--- src/rtl/uart_tx_arbiter.sv ---
// Round-robin, message-granular arbiter sharing one UART tx byte port between
// NUM_REQ producers; ownership lasts until a terminator, a full burst or an idle timeout.
module uart_tx_arbiter #(
    parameter int          NUM_REQ      = 2,
    parameter int          MAX_BURST    = 64,
    parameter int          IDLE_TIMEOUT = 256,
    parameter logic [7:0]  TERM_CHAR    = 8'h0A
) (
    input  logic                   clk_i,
    input  logic                   rst_i,
    input  logic [NUM_REQ-1:0]     req_wvalid_i,
    output logic [NUM_REQ-1:0]     req_wready_o,
    input  logic [8*NUM_REQ-1:0]   req_wdata_i,
    output logic                   wvalid_o,
    input  logic                   wready_i,
    output logic [7:0]             wdata_o,
    output logic [NUM_REQ-1:0]     grant_o,
    output logic                   busy_o
);

    localparam int PTR_W = (NUM_REQ > 1) ? $clog2(NUM_REQ) : 1;
    localparam int BC_W  = $clog2(MAX_BURST + 1);
    localparam int IC_W  = $clog2(IDLE_TIMEOUT + 1);

    typedef enum logic {IDLE, OWN} state_t;

    state_t           state, state_nxt;
    logic [PTR_W-1:0] owner;
    logic [PTR_W-1:0] ptr;
    logic [PTR_W-1:0] pick;
    logic [BC_W-1:0]  byte_cnt;
    logic [IC_W-1:0]  idle_cnt;
    logic             own_vld;
    logic [7:0]       own_data;
    logic             xfer;
    logic             release_now;

    // First requester found searching upward from ptr+1, wrapping modulo NUM_REQ.
    function automatic logic [PTR_W-1:0] rr_pick(input logic [NUM_REQ-1:0] req,
                                                 input logic [PTR_W-1:0]   last);
        int   idx;
        logic found;
        rr_pick = last;
        found   = 1'b0;
        for (int k = 1; k <= NUM_REQ; k++) begin
            idx = (int'(last) + k) % NUM_REQ;
            if (!found && req[idx]) begin
                rr_pick = PTR_W'(idx);
                found   = 1'b1;
            end
        end
    endfunction

    always_comb begin
        own_vld     = req_wvalid_i[owner];
        own_data    = req_wdata_i[8*int'(owner) +: 8];
        xfer        = own_vld && wready_i;
        pick        = rr_pick(req_wvalid_i, ptr);
        release_now = (state == OWN) &&
                      ((xfer && (own_data == TERM_CHAR || byte_cnt == BC_W'(MAX_BURST - 1))) ||
                       (!own_vld && idle_cnt == IC_W'(IDLE_TIMEOUT - 1)));
    end

    always_ff @(posedge clk_i) begin
        if (rst_i) begin
            state    <= IDLE;
            grant_o  <= '0;
            busy_o   <= 1'b0;
            owner    <= '0;
            ptr      <= PTR_W'(NUM_REQ - 1);
            byte_cnt <= '0;
            idle_cnt <= '0;
        end else begin
            state  <= state_nxt;
            busy_o <= (state_nxt == OWN);
            if (state == IDLE) begin
                if (state_nxt == OWN) begin
                    owner   <= pick;
                    grant_o <= {{(NUM_REQ-1){1'b0}}, 1'b1} << pick;
                end
                byte_cnt <= '0;
                idle_cnt <= '0;
            end else if (release_now) begin
                grant_o <= '0;
                ptr     <= owner;
            end else begin
                if (xfer) byte_cnt <= byte_cnt + BC_W'(1);
                idle_cnt <= own_vld ? '0 : idle_cnt + IC_W'(1);
            end
        end
    end

    always_comb begin
        state_nxt = state;
        case (state)
            IDLE:    if (|req_wvalid_i) state_nxt = OWN;
            OWN:     if (release_now)   state_nxt = IDLE;
            default: state_nxt = IDLE;
        endcase
    end

    // Pass-through is blanked during reset so no byte can slip out in the reset cycle.
    always_comb begin
        wvalid_o     = 1'b0;
        wdata_o      = 8'h00;
        req_wready_o = '0;
        if (state == OWN && !rst_i) begin
            wvalid_o            = own_vld;
            wdata_o             = own_data;
            req_wready_o[owner] = wready_i;
        end
    end

endmodule

--- config.mk ---
export PLATFORM = sky130hd
export DESIGN_NAME = uart_tx_arbiter
export DESIGN_NICKNAME = d
export VERILOG_FILES = /design/src/rtl/uart_tx_arbiter.sv
export SDC_FILE = /design/constraint.sdc
export NUM_CORES = 1
export LEC_CHECK = 0
export CORE_UTILIZATION = 41
export DETAILED_ROUTE_END_ITERATION = 16
export PLACE_DENSITY_LB_ADDON = 0.12
export SLEW_MARGIN = 20
export SYNTH_ARGS = -nofsm -noshare
export SYNTH_HDL_FRONTEND = slang
export SYNTH_SLANG_ARGS = --single-unit
--- constraint.sdc ---
create_clock -name clk_i -period 4.4 [get_ports clk_i]
set_input_delay 0.44 -clock clk_i [delete_from_list [all_inputs] [get_ports clk_i]]
set_output_delay 0.44 -clock clk_i [all_outputs]
set_load 0.02 [all_outputs]
# Word level (Yosys, flattened, before mapping)
# Cells that the tools add are included.
[word_totals] ff_bits=21 latch_bits=0 ramBits=0 romBits=0 in_bits=21 output_inout_bits=14 word_cells=67 n_memories=0
[classes] add_sub_neg=4 multipliers=0 n_div=0 n_lt_le_gt_ge=4 n_eq_ne=4 n_shift=2 n_mux=23 bitwise=5 n_reduce_logical=19
[op_table] operator="$shiftx A16 B5 Y8" n=1
[op_table] operator="$mux W1" n=15
[op_table] operator="$add A9 B1 Y9 const B" n=1
[op_table] operator="$eq A9 B8 Y1 const B" n=1
[op_table] operator="$mux W9" n=1
[op_table] operator="$eq A8 B4 Y1 const B" n=1
[op_table] operator="$mux W2" n=4
[op_table] operator="$mux W8" n=1
[op_table] operator="$reduce_and A2 Y1" n=4
[op_table] operator="$add A7 B1 Y7 const B" n=1
[op_table] operator="$eq A7 B6 Y1 const B" n=1
[op_table] operator="$logic_and A1 B1 Y1" n=7
[op_table] operator="$lt A2 B3 Y1 const B" n=2
[op_table] operator="$reduce_or A2 Y1" n=2
[op_table] operator="$logic_not A1 Y1" n=3
[op_table] operator="$add A1 B1 Y1 const B" n=2
[op_table] operator="$and A1 B1 Y1 const A" n=2
[op_table] operator="$and A2 B2 Y2" n=1
[op_table] operator="$logic_or A1 B1 Y1" n=2
[op_table] operator="$lt A1 B2 Y1 const B" n=1
[op_table] operator="$ne A2 B1 Y1 const B" n=1
[op_table] operator="$not A1 Y1" n=2
[op_table] operator="$pmux W1 S2" n=1
[op_table] operator="$reduce_bool A2 Y1" n=1
[op_table] operator="other kinds (3)" n=3

# Depth between registers and ports, before layout
[depth] depth_word=12 mapped_depth=8 depth_no_buf=8

# Worst setup path after synthesis
# Ideal clock, no wire load.
[synth_path] path_type="flip-flop to flip-flop" from="register idle_cnt[2]" to="register ptr" setup_ns=0.122 arrival_time_ns=1.869 required_time_ns=4.278 setup_slack_ns=2.409 stages_incl_launch_ff=9 path_buffers=0 period_less_slack_ns=1.991 cell_sequence="dfxtp_1 -> and3_1 -> and3_1 -> and3_1 -> ha_1 -> nand2_1 -> a21oi_2 -> a21boi_1 -> a311o_1"
[synth_between] elab_chain_len=5
[synth_rtl] element="start: declaration" line_no="32" text="logic [IC_W-1:0] idle_cnt;"
[synth_rtl] element="start signal: assignment" line_no="88" text="idle_cnt <= own_vld ? '0 : idle_cnt + IC_W'(1);"
[synth_rtl] element="$eq A9 B8 Y1" line_no="61" text="(!own_vld && idle_cnt == IC_W'(IDLE_TIMEOUT - 1)));"
[synth_rtl] element="$logic_and A1 B1 Y1" line_no="61"
[synth_rtl] element="$logic_or A1 B1 Y1" line_no="60" text="((xfer && (own_data == TERM_CHAR || byte_cnt == BC_W'(MAX_BURST - 1))) ||"
[synth_rtl] element="$logic_and A1 B1 Y1" line_no="59" text="release_now = (state == OWN) &&"
[synth_rtl] element="$reduce_and A2 Y1 (no source line)"
[synth_rtl] element="end signal: assignment" line_no="70" text="ptr <= PTR_W'(NUM_REQ - 1);"
[synth_rtl] element="end signal: assignment" line_no="85" text="ptr <= owner;"
[synth_rtl] element="end: declaration" line_no="29" text="logic [PTR_W-1:0] ptr;"
# Every way passes these cells.
# A chain may end at the register's enable or synchronous reset.

# Worst setup path after layout
[layout_path] from="register state" to="output req_wready_o[1]"
[layout_between] elab_chain_len=2
[layout_rtl] element="start: declaration" line_no="27" text="state_t state, state_nxt;"
[layout_rtl] element="start signal: assignment" line_no="74" text="state <= state_nxt;"
[layout_rtl] element="$logic_and A1 B1 Y1" line_no="107" text="if (state == OWN && !rst_i) begin"
[layout_rtl] element="$mux W2" line_no="107"
[layout_rtl] element="end: declaration" line_no="12" text="output logic [NUM_REQ-1:0] req_wready_o,"
# Every way passes these cells.

==> impl_metrics.tcl <==
set metrics [dict create \
    endpoint "req_wready_o[1]" \
    io_buffers 34 \
    max_freq_mhz 343.7 \
    synth-edff-count 0 \
    critPathLaunchType "flop" \
    post-route-util 0.5646 \
    yosysTopAreaCellShare 0.3126 \
    synth_ff_type "dfxtp_1" \
    relSlewSlack 0.4570 \
    path_class "flop to output pin" \
    grtUsageTotal 0.2050 \
    async_flop_share 0 \
    grt_setup_unrepaired "false" \
    cp.required_ps 3960 \
    worst_pin_slew_ps 811.5 \
    gp_congestion 0.7941 \
    dr.pass1.iters 4 \
    vias_per_cell 5.658 \
    grt_pass1_wl_microns 5520 \
    core-area_sq_um 3078 \
    die_area_sq_um 3514 \
    finalNonFillerCells 240 \
    timing.final.hold_violations 0 \
    worst_setup_path_end_kind "output pin" \
    hold_buffers 0 \
    syn_to_final_growth_pct 29.21 \
    fin_setup_tns_ps 0 \
    ys_seq_elements 21 \
    vias 1358 \
    peakVddDrop_mv 0.09105 \
    drv_slew 0 \
    syn_nets 189 \
    path_clk_slew_ps 130 \
    reg2reg_slack_ps 1690 \
    insertion_delay_ps 320 \
    sequentialPowerShare 0.527 \
    cp-startpoint "state" \
    die_h_microns 59.28 \
    drcViolationCount 0 \
    cts.sink_count 21 \
    cap_violations 0 \
    grt_overflow_total 0 \
    synth_area_per_cell_sq_um 8.152 \
    power.share.clock 0.255 \
    worstHoldPathType "flop to flop" \
    fin_skew_ps 16.11 \
    cts_buffers 3 \
    start_util 0.4370 \
    post_cts_buffers 0 \
    cts_tree "built" \
    power_w 0.0003832 \
    yosysWarningCount 0 \
    routed_wl_microns 3332 \
    fin_nets 221 \
    dp_slack_ps 1529 \
    htree_levels 1 \
    status "finished clean" \
    internal_power_w 0.0002718 \
    dpl.cell_count 236 \
    r2r_start "owner" \
    path_cells "inv_1 -> nor2_1 -> and3_1 -> clkdlybuf4s50_1" \
    p_comb_frac 0.217 \
    io_pins 35 \
    synthDistinctLibCells 40 \
    reg2reg_depth 5 \
    min_period_over_period 0.6613 \
    synth_area_sq_um 1345 \
    synthTopCellsByArea "dfxtp_1, mux2i_1, a21oi_1, o211ai_1, nor2_1" \
    ant_nets 0 \
    p_sw_frac 0.2908 \
    dieWidth_microns 59.28 \
    rows 20 \
    grt_max_degree 20 \
    power_density_nw_per_um2 220.5 \
    cp_slowest_cell "nor2_1" \
    detail_route.wl_per_cell_microns 13.88 \
    arrival_ps 2470 \
    grt_pass1_vias 1292 \
    fin_crit_ps 2910 \
    p_leak_nw 0.5842 \
    rr_endpoint "ptr" \
    antenna_cells 0 \
    synth_top_cell_by_area "dfxtp_1" \
    hpwlAfterDp_microns 2495 \
    p_sw_w 0.0001115 \
    drtIter0Drc 93 \
    path_max_fanout 13 \
    cts.repair.resized 0 \
    antenna_found_initial 0 \
    worst_slack_ps 1490 \
    synth_cells 165 \
    drive_gt1_frac 0.06122 \
    slowest_delay_ps 660 \
    cts_buffer_depth 2 \
    root_buffer "clkbuf_4" \
    yosysSeqAreaShare 0.3126 \
    setup_viol 0 \
]
-- worst max-delay path: cells and delay by family (launching register included) --
kind	cells	cell delay, ps
flip-flops	1	490
AND/OR/NAND/NOR	2	910
buffers and inverters	2	760
-- state kept, by name, indices dropped and copies added (netlist names) --
register / flops
byte_cnt: 7
idle_cnt: 9
state: 1
owner: 1
ptr: 1
grant_o: 2
-- power groups by stage --
stage          logic [W]  registers, W  clock network [W]
2_1_floorplan  0.0000457      0.000203                  0
3_3_place_gp   0.0000824      0.000206                  0
3_5_place_dp   0.0000836      0.000206                  0
4_1_cts        0.0000839      0.000202          0.0000995
5_1_grt        0.0000897      0.000203           0.000108
6_report       0.0000833      0.000202          0.0000978
-- through the flow --
step           cell area (sq um)  hold WS (ps)
2_1_floorplan               1345         405.3
3_3_place_gp                1710         415.2
3_5_place_dp                1710         425.6
4_1_cts                     1738         443.9
5_1_grt                     1738         460.3
6_report                    1738         446.3
-- cells in the mapped netlist, drive strengths merged, types with 2 or more instances --
master / number
nand2b: 2
nor4: 2
o21ai: 9
nand4b: 2
clkbuf: 5
buf: 2
nand4: 6
mux2i: 14
ha: 3
o21a: 2
o211ai: 10
nor2: 19
a21boi: 2
a21oi: 16
nor3: 2
inv: 9
and3: 4
or3: 6
a31oi: 4
nand3: 6
or3b: 2
dfxtp: 21
nand2: 8
-- worst min-delay path by stage --
stage | startpoint | end | slack, ps | cells past startpoint
floorplan | byte_cnt[6] | byte_cnt[6] | 410 | 2
global placement | byte_cnt[6] | byte_cnt[6] | 420 | 2
detailed placement | byte_cnt[6] | byte_cnt[6] | 430 | 2
CTS | byte_cnt[6] | byte_cnt[6] | 440 | 2
global route | byte_cnt[6] | byte_cnt[6] | 460 | 2
finish | byte_cnt[6] | byte_cnt[6] | 450 | 2
-- kinds of logic after synthesis --
| kind of cell | count (synthesis) | share of synthesized area |
|---|---|---|
| adder cells (fa/ha/maj) | 3 | 0.02791 |
| buffers and inverters | 16 | 0.04744 |
| flip-flops | 21 | 0.3126 |
| AND/OR/NAND/NOR | 64 | 0.2642 |
| AO/OA/AOI/OAI | 47 | 0.2344 |
| multiplexers | 14 | 0.1135 |
-- cell usage in the layout (no fill, tap or decap), drive strengths merged, types with 2 or more instances in the layout --
master / instances
clkdlybuf4s50: 34
dfxtp: 21
nor2: 19
a21oi: 16
mux2i: 14
o211ai: 10
inv: 9
o21ai: 9
nand2: 8
nand3: 6
or3: 6
nand4: 6
and3: 4
a31oi: 4
ha: 3
clkbuf: 3
nor3: 2
nand4b: 2
nor4: 2
or3b: 2
o21a: 2
nand2b: 2
a21boi: 2
-- area by class of cell --
cell class,count,area (sq um)
Inverter,9,33.78
Clock inverter,1,5.005
Fill cell,285,1340
Multi-Input combinational cell,128,860.8
Clock buffer,3,22.52
Sequential cell,21,420.4
Tap cell,44,55.05
Timing Repair Buffer,34,340.3
-- metal layers --
metal  vias up  global-route usage  routed length (microns)
li1        676                   -                        -
met1       651              0.2463                     1489
met2        27              0.3628                     1685
met3         4             0.04367                      118
met4         0             0.06122                       38
met5         -                   0                        0
(Power assumes the default switching activity.)
